===== config.mk =====
export PLATFORM = sky130hd
export DESIGN_NAME = muldiv_ctrl
export DESIGN_NICKNAME = d
export VERILOG_FILES = /design/src/rtl/muldiv_pkg.sv /design/src/rtl/muldiv_div_iter.sv /design/src/rtl/muldiv_ctrl.sv
export SDC_FILE = /design/constraint.sdc
export NUM_CORES = 2
export LEC_CHECK = 0
export ABC_CLOCK_PERIOD_IN_PS = 12400
export BUFFER_PORTS_ARGS = -buffer_cell sky130_fd_sc_hd__clkbuf_2
export CORE_ASPECT_RATIO = 1.1
export CORE_MARGIN = 10
export CORE_UTILIZATION = 60
export CTS_CLUSTER_DIAMETER = 100
export CTS_CLUSTER_SIZE = 12
export DETAILED_ROUTE_END_ITERATION = 7
export PLACE_DENSITY = 0.77
export SYNTH_ARGS = -nofsm -noshare
export SYNTH_HDL_FRONTEND = slang
export SYNTH_SLANG_ARGS = --single-unit

===== constraint.sdc =====
create_clock -name clk_i -period 12.4 [get_ports clk_i]
set_clock_uncertainty 0.15 [all_clocks]
set_input_delay 1.24 -clock clk_i [delete_from_list [all_inputs] [get_ports clk_i]]
set_output_delay 1.24 -clock clk_i [all_outputs]
set_load 0.03 [all_outputs]

===== src/rtl/muldiv_pkg.sv =====
// Shared types and op-class helpers for the HI/LO sequencer.
// Define MULDIV_ACC_EN to make MADD/MADDU/MSUB/MSUBU legal; otherwise codes 6..9 are ignored.
package muldiv_pkg;

    typedef enum logic [3:0] {
        OP_MULT  = 4'd0,
        OP_MULTU = 4'd1,
        OP_DIV   = 4'd2,
        OP_DIVU  = 4'd3,
        OP_MTHI  = 4'd4,
        OP_MTLO  = 4'd5,
        OP_MADD  = 4'd6,
        OP_MADDU = 4'd7,
        OP_MSUB  = 4'd8,
        OP_MSUBU = 4'd9
    } muldiv_op_e;

    typedef enum logic [1:0] {
        ST_IDLE = 2'd0,
        ST_MUL  = 2'd1,
        ST_DIV  = 2'd2
    } muldiv_state_e;

    localparam int DIV_CYC = 33;

`ifdef MULDIV_ACC_EN
    localparam bit ACC_EN = 1'b1;
`else
    localparam bit ACC_EN = 1'b0;
`endif

    function automatic logic is_acc_op(input logic [3:0] op);
        return ACC_EN && ((op == OP_MADD) || (op == OP_MADDU) ||
                          (op == OP_MSUB) || (op == OP_MSUBU));
    endfunction

    function automatic logic is_sub_op(input logic [3:0] op);
        return (op == OP_MSUB) || (op == OP_MSUBU);
    endfunction

    function automatic logic is_mul_op(input logic [3:0] op);
        return (op == OP_MULT) || (op == OP_MULTU) || is_acc_op(op);
    endfunction

    function automatic logic is_div_op(input logic [3:0] op);
        return (op == OP_DIV) || (op == OP_DIVU);
    endfunction

    function automatic logic is_mt_op(input logic [3:0] op);
        return (op == OP_MTHI) || (op == OP_MTLO);
    endfunction

    function automatic logic is_signed_op(input logic [3:0] op);
        return (op == OP_MULT) || (op == OP_DIV) || (op == OP_MADD) || (op == OP_MSUB);
    endfunction

endpackage


===== src/rtl/muldiv_div_iter.sv =====
// Radix-2 restoring divider on unsigned 32-bit magnitudes: start loads the operands,
// then one quotient bit per cycle; valid is high for the cycle after the last iteration.
module muldiv_div_iter
    import muldiv_pkg::*;
(
    input  logic        clk_i,
    input  logic        rst_i,
    input  logic        start_i,
    input  logic        abort_i,
    input  logic [31:0] dividend_i,
    input  logic [31:0] divisor_i,
    output logic [31:0] quotient_o,
    output logic [31:0] remainder_o,
    output logic        valid_o
);

    localparam logic [5:0] LAST_ITER = 6'(DIV_CYC - 1);

    logic [31:0] rem_r;
    logic [31:0] quo_r;
    logic [31:0] dvs_r;
    logic [5:0]  cnt_r;
    logic        active_r;
    logic [32:0] shift_s;
    logic [32:0] diff_s;
    logic [31:0] rem_nx_s;
    logic [31:0] quo_nx_s;

    // One restoring step: shift in the next dividend bit, subtract if it fits.
    always_comb begin
        shift_s  = {rem_r, quo_r[31]};
        diff_s   = shift_s - {1'b0, dvs_r};
        rem_nx_s = rem_r;
        quo_nx_s = quo_r;
        if (diff_s[32]) begin
            rem_nx_s = shift_s[31:0];
            quo_nx_s = {quo_r[30:0], 1'b0};
        end else begin
            rem_nx_s = diff_s[31:0];
            quo_nx_s = {quo_r[30:0], 1'b1};
        end
    end

    // Iteration registers and step counter.
    always_ff @(posedge clk_i or posedge rst_i) begin
        if (rst_i) begin
            rem_r    <= 32'd0;
            quo_r    <= 32'd0;
            dvs_r    <= 32'd0;
            cnt_r    <= 6'd0;
            active_r <= 1'b0;
        end else if (abort_i) begin
            cnt_r    <= 6'd0;
            active_r <= 1'b0;
        end else if (start_i) begin
            rem_r    <= 32'd0;
            quo_r    <= dividend_i;
            dvs_r    <= divisor_i;
            cnt_r    <= 6'd0;
            active_r <= 1'b1;
        end else if (active_r && (cnt_r != LAST_ITER)) begin
            rem_r <= rem_nx_s;
            quo_r <= quo_nx_s;
            cnt_r <= cnt_r + 6'd1;
        end else begin
            active_r <= 1'b0;
        end
    end

    assign quotient_o  = quo_r;
    assign remainder_o = rem_r;
    assign valid_o     = active_r && (cnt_r == LAST_ITER);

endmodule


===== src/rtl/muldiv_ctrl.sv =====
// EX-stage HI/LO sequencer: owns HI/LO, runs multi-cycle multiply/divide, stalls while busy.
// Define MULDIV_ACC_EN to enable the multiply-accumulate ops (finish at MUL_LAT+1).
module muldiv_ctrl
    import muldiv_pkg::*;
#(
    parameter int MUL_LAT = 2
) (
    input  logic        clk_i,
    input  logic        rst_i,
    input  logic        req_valid_i,
    input  logic [3:0]  req_op_i,
    input  logic [31:0] rs_i,
    input  logic [31:0] rt_i,
    input  logic        flush_i,
    output logic        stall_o,
    output logic        busy_o,
    output logic        done_o,
    output logic [31:0] hi_o,
    output logic [31:0] lo_o
);

    muldiv_state_e state_r, state_nx_s;
    logic [7:0]  cnt_r;
    logic [3:0]  op_r;
    logic [31:0] a_r, b_r;
    logic        dz_r, neg_q_r, neg_r_r;
    logic [31:0] hi_r, lo_r, hi_nx_s, lo_nx_s;

    logic        accept_s, acc_mul_s, acc_div_s, acc_mt_s;
    logic        div_sgn_s, div_start_s, div_valid_s;
    logic [31:0] a_mag_s, b_mag_s, quo_s, rem_s, quo_fix_s, rem_fix_s;
    logic        mul_sgn_s, finish_s, stall_s, done_s;
    logic [7:0]  mul_fin_s;
    logic [63:0] a64_s, b64_s, prod_s, mul_res_s;

    assign accept_s  = (state_r == ST_IDLE) && req_valid_i && !flush_i;
    assign acc_mul_s = accept_s && is_mul_op(req_op_i);
    assign acc_div_s = accept_s && is_div_op(req_op_i);
    assign acc_mt_s  = accept_s && is_mt_op(req_op_i);

    assign div_sgn_s   = is_signed_op(req_op_i);
    assign a_mag_s     = (div_sgn_s && rs_i[31]) ? (32'd0 - rs_i) : rs_i;
    assign b_mag_s     = (div_sgn_s && rt_i[31]) ? (32'd0 - rt_i) : rt_i;
    assign div_start_s = acc_div_s && (rt_i != 32'd0);

    muldiv_div_iter u_div (
        .clk_i       (clk_i),
        .rst_i       (rst_i),
        .start_i     (div_start_s),
        .abort_i     (flush_i && (state_r == ST_DIV)),
        .dividend_i  (a_mag_s),
        .divisor_i   (b_mag_s),
        .quotient_o  (quo_s),
        .remainder_o (rem_s),
        .valid_o     (div_valid_s)
    );

    assign quo_fix_s = neg_q_r ? (32'd0 - quo_s) : quo_s;
    assign rem_fix_s = neg_r_r ? (32'd0 - rem_s) : rem_s;

    // Low 64 bits of the product are the same for 33-bit and 64-bit extended operands.
    assign mul_sgn_s = is_signed_op(op_r);
    assign a64_s     = {{32{mul_sgn_s && a_r[31]}}, a_r};
    assign b64_s     = {{32{mul_sgn_s && b_r[31]}}, b_r};
    assign prod_s    = a64_s * b64_s;
    assign mul_fin_s = is_acc_op(op_r) ? 8'(MUL_LAT + 1) : 8'(MUL_LAT);

    // Multiply result, optionally folded into the current HI/LO.
    always_comb begin
        mul_res_s = prod_s;
        if (!is_acc_op(op_r)) begin
            mul_res_s = prod_s;
        end else if (is_sub_op(op_r)) begin
            mul_res_s = {hi_r, lo_r} - prod_s;
        end else begin
            mul_res_s = {hi_r, lo_r} + prod_s;
        end
    end

    // Finish-cycle detection per busy state.
    always_comb begin
        finish_s = 1'b0;
        case (state_r)
            ST_MUL: finish_s = (cnt_r == mul_fin_s);
            ST_DIV: begin
                if (dz_r) begin
                    finish_s = (cnt_r == 8'd1);
                end else begin
                    finish_s = div_valid_s;
                end
            end
            default: finish_s = 1'b0;
        endcase
    end

    // Next-state logic.
    always_comb begin
        state_nx_s = state_r;
        case (state_r)
            ST_IDLE: begin
                if (acc_mul_s) begin
                    state_nx_s = ST_MUL;
                end else if (acc_div_s) begin
                    state_nx_s = ST_DIV;
                end else begin
                    state_nx_s = ST_IDLE;
                end
            end
            ST_MUL, ST_DIV: begin
                if (flush_i || finish_s) begin
                    state_nx_s = ST_IDLE;
                end else begin
                    state_nx_s = state_r;
                end
            end
            default: state_nx_s = ST_IDLE;
        endcase
    end

    // Stall, done and HI/LO update; a flush suppresses both outputs and any write.
    always_comb begin
        stall_s = 1'b0;
        done_s  = 1'b0;
        hi_nx_s = hi_r;
        lo_nx_s = lo_r;
        if (state_r == ST_IDLE) begin
            if (acc_mul_s || acc_div_s) begin
                stall_s = 1'b1;
            end else if (acc_mt_s) begin
                done_s = 1'b1;
                if (req_op_i == OP_MTHI) begin
                    hi_nx_s = rs_i;
                end else begin
                    lo_nx_s = rs_i;
                end
            end else begin
                stall_s = 1'b0;
            end
        end else if (flush_i) begin
            stall_s = 1'b0;
        end else if (finish_s) begin
            done_s = 1'b1;
            if (state_r == ST_MUL) begin
                {hi_nx_s, lo_nx_s} = mul_res_s;
            end else if (!dz_r) begin
                hi_nx_s = rem_fix_s;
                lo_nx_s = quo_fix_s;
            end else begin
                hi_nx_s = hi_r;
            end
        end else begin
            stall_s = 1'b1;
        end
    end

    // State, cycle counter and HI/LO registers.
    always_ff @(posedge clk_i or posedge rst_i) begin
        if (rst_i) begin
            state_r <= ST_IDLE;
            cnt_r   <= 8'd0;
            hi_r    <= 32'd0;
            lo_r    <= 32'd0;
        end else begin
            state_r <= state_nx_s;
            hi_r    <= hi_nx_s;
            lo_r    <= lo_nx_s;
            if (state_nx_s == ST_IDLE) begin
                cnt_r <= 8'd0;
            end else if (state_r == ST_IDLE) begin
                cnt_r <= 8'd1;
            end else begin
                cnt_r <= cnt_r + 8'd1;
            end
        end
    end

    // Operand capture on accept of a multi-cycle op.
    always_ff @(posedge clk_i or posedge rst_i) begin
        if (rst_i) begin
            op_r    <= 4'd0;
            a_r     <= 32'd0;
            b_r     <= 32'd0;
            dz_r    <= 1'b0;
            neg_q_r <= 1'b0;
            neg_r_r <= 1'b0;
        end else if (acc_mul_s || acc_div_s) begin
            op_r    <= req_op_i;
            a_r     <= rs_i;
            b_r     <= rt_i;
            dz_r    <= acc_div_s && (rt_i == 32'd0);
            neg_q_r <= div_sgn_s && (rs_i[31] ^ rt_i[31]);
            neg_r_r <= div_sgn_s && rs_i[31];
        end else begin
            op_r <= op_r;
        end
    end

    assign stall_o = stall_s;
    assign done_o  = done_s;
    assign busy_o  = (state_r != ST_IDLE);
    assign hi_o    = hi_r;
    assign lo_o    = lo_r;

endmodule


==> impl_metrics.tcl <==
set metrics [dict create \
    worstPathRequired_ns 12.67 \
    gp_congestion 0.996 \
    dieArea_um2 101000 \
    hp-start "a_r[14]" \
    root_buffer "clkbuf_16" \
    track_usage_pct 30.3 \
    synth_xor_area_share_pct 3.59 \
    post-route-period-util_pct 81.2 \
    antenna_found_initial 4 \
    drtAntennaViolNets 0 \
    hold_violations 0 \
    clkLatencyLatePin_ns 0.54 \
    synth_top_cell_by_area "fa_1" \
    crit_path_end_kind "flop" \
    grt_max_degree 106 \
    synth-edff-count 0 \
    critPathMaxFanout 21 \
    fin_crit_ns 10.06 \
    cts.clk_slew.worst_paths_ns 0.06 \
    postCtsHoldBufs 0 \
    tns_ns 0 \
    synthCells 6130 \
    drtIter0Drc 3529 \
    synth_compound_area_share_pct 8.35 \
    crit_top_cell "fa_1" \
    final_max_slew_viol_count 0 \
    synth_fa_ha_area_share_pct 48.4 \
    grt_pass1_vias 45600 \
    ys_types 77 \
    max_cap_violations 0 \
    fillerInstances 7453 \
    worst_slew_pin_slew_ns 1.15 \
    max_stage_delay_ns 0.88 \
    fp-row-count 114 \
    cts_setup_buffers 0 \
    ys_ff_latch 248 \
    wl_per_cell_um 21.1 \
    cts.sinks 248 \
    fin_nets 7472 \
    wl_um 151000 \
    num_io_pins 139 \
    ys_warn_count 0 \
    synth_top_area_share_pct 42.3 \
    netlist_top_cells_area "fa_1 (42%), dfrtp_1 (12%), nand2_1 (8.7%), inv_1 (8.5%), ha_1 (6.0%)" \
    firstDrtPassIters 5 \
    cts_resized 0 \
    dp.final_hpwl_um 122000 \
    core_area_um2 88000 \
    grt_overflow 0 \
    timing.fmax_mhz 99.4 \
    cts_made_buffers 24 \
    r2r-start "op_r[1]" \
    async_reset_ff_share_pct 100 \
    htree_levels 1 \
    cp.arrival_ns 10.34 \
    start_util_pct 60.5 \
    drc_errors 0 \
    crit_slowest_cell "fa_1" \
    num_vias 42300 \
    grt_pass1_wl_um 247000 \
    syn_avg_cell_area_um2 8.68 \
    rsz0062_at_grt "no" \
    yosys.area_share.simple_pct 16.7 \
    max-slew-margin-rel_pct 23.3 \
    clock_path_buffers 3 \
    status "complete, no violations" \
    syn_nets 7585 \
    ys_seq_area_share_pct 11.7 \
    hp-class "reg -> reg" \
    post-route-util_pct 62.9 \
    layout-drive-gt1-share_pct 4.72 \
    critPathLaunch "op_r[1]" \
    die_w_um 304 \
    area_growth_pct 3.91 \
    cts_tree "done" \
    setup_viol 0 \
    port_buffers 138 \
    synthMuxAreaShare_pct 0.284 \
    die_h_um 332 \
    startpoint_type "flop" \
    synth_area_um2 53200 \
    synth_top_family_by_area "adder cells" \
    crit_type "reg -> reg" \
    via_per_inst 5.89 \
    synth_ff_type "dfrtp_1" \
]
[logic make-up (layout without fill, tap and decap cells)]
kind of cell,count (synthesis),after routing
compound gates,703,703
xor+xnor,218,218
fa+ha+maj,1383,1383
buf+inv,1559,1447
flops,248,248
mux,15,15
other cells,0,1
simple gates,2004,2004
[synth_stat cells (28+ instances only)]
library cell / number
a211oi_1: 35
a21o_1: 44
a21oi_1: 164
a31oi_1: 59
and2_1: 295
and3_1: 38
clkbuf_1: 333
dfrtp_1: 248
fa_1: 1126
ha_1: 257
inv_1: 1201
nand2_1: 1234
nand2b_1: 28
nand3_1: 39
nor2_1: 225
nor3_1: 35
o21ai_0: 195
o31ai_1: 37
xnor2_1: 128
xor2_1: 90
[through the flow]
step                hold slack (ns)  area (µm²)  instances  setup slack [ns]
finish                        0.327       55300       7179              2.34
global placement              0.302       54700       7151              2.66
CTS                           0.330       55300       7178              2.41
floorplan                     0.294       53200       6130              3.54
detailed placement            0.315       54700       7151              2.45
global route                  0.345       55300       7178              1.79
[routing by layer]
layer  routed length (µm)  global-route usage [%]  up-vias
met3                12000                    5.06      509
li1                     -                       -    18300
met2                74900                    51.4     1902
met5                    0                       0        -
met4                 9150                    15.7        0
met1                55400                    37.0    21600
[layout make-up]
class / instances / area [µm²] / share of cell area [%]
timing repair buffer: 218 / 1290 / 2.33
sequential: 248 / 6210 / 11.2
clock buffer: 26 / 629 / 1.14
antenna: 1 / 2.50 / 0.00452
multi-input combinational: 4323 / 41200 / 74.5
inverter: 1202 / 4520 / 8.17
tap: 1160 / 1450 / 2.62
clock inverter: 1 / 30.0 / 0.0543
[registers in the layout (all words and copies together), names as in the netlist, 2 cells and up]
signal and cells:
state_r 2, op_r 4, u_div.quotient_o 32, a_r 32
hi_o 32, cnt_r 8, u_div.dvs_r 32, b_r 32
u_div.cnt_r 6, u_div.remainder_o 32, lo_o 32
[critical path: cells and delay by family (launching register included)]
family                     cells  cell delay (ns)
AOI/OAI and AO/OA              6             1.59
adders and majority gates      9             4.64
muxes                          1             0.26
buffers and inverters          8             1.33
and+or+nand+nor                7             1.57
DFF                            1             0.37
[cells in the final DEF, fill, tap and decap left out, types with 10 or more instances in the layout]
cell type,count
dfrtp_1,247
nand3_1,39
or3_1,19
a21o_1,44
buf_4,80
mux2i_1,14
a211oi_1,34
a21oi_1,164
clkbuf_16,25
inv_1,1200
and3_1,38
a221oi_1,11
o211ai_1,23
o41ai_1,22
clkbuf_2,138
o21bai_1,14
nand2b_1,28
or4_1,15
o21ai_0,195
nor4_1,20
o21a_1,14
xnor2_1,127
nand2_1,1233
or2_2,10
nand4_1,13
o31ai_1,37
nor2_1,224
a31oi_1,59
and2_1,294
nor2b_1,17
ha_1,255
fa_1,1126
xor2_1,90
nor3_1,33
[final timing paths]
kind	endpoint	depth (start not counted)	slack, ns
max	hi_o[31]	31	2.34
min in group asynchronous	cnt_r[3]	2	0.70
min reg2reg	a_r[14]	2	0.33
min	a_r[14]	2	0.33
max in group asynchronous	a_r[20]	3	9.86
max reg2reg	hi_o[31]	31	2.34
Power is left out: the tool's default activity adds up to more than one toggle a clock period on the data nets, which glitch-free logic cannot reach.
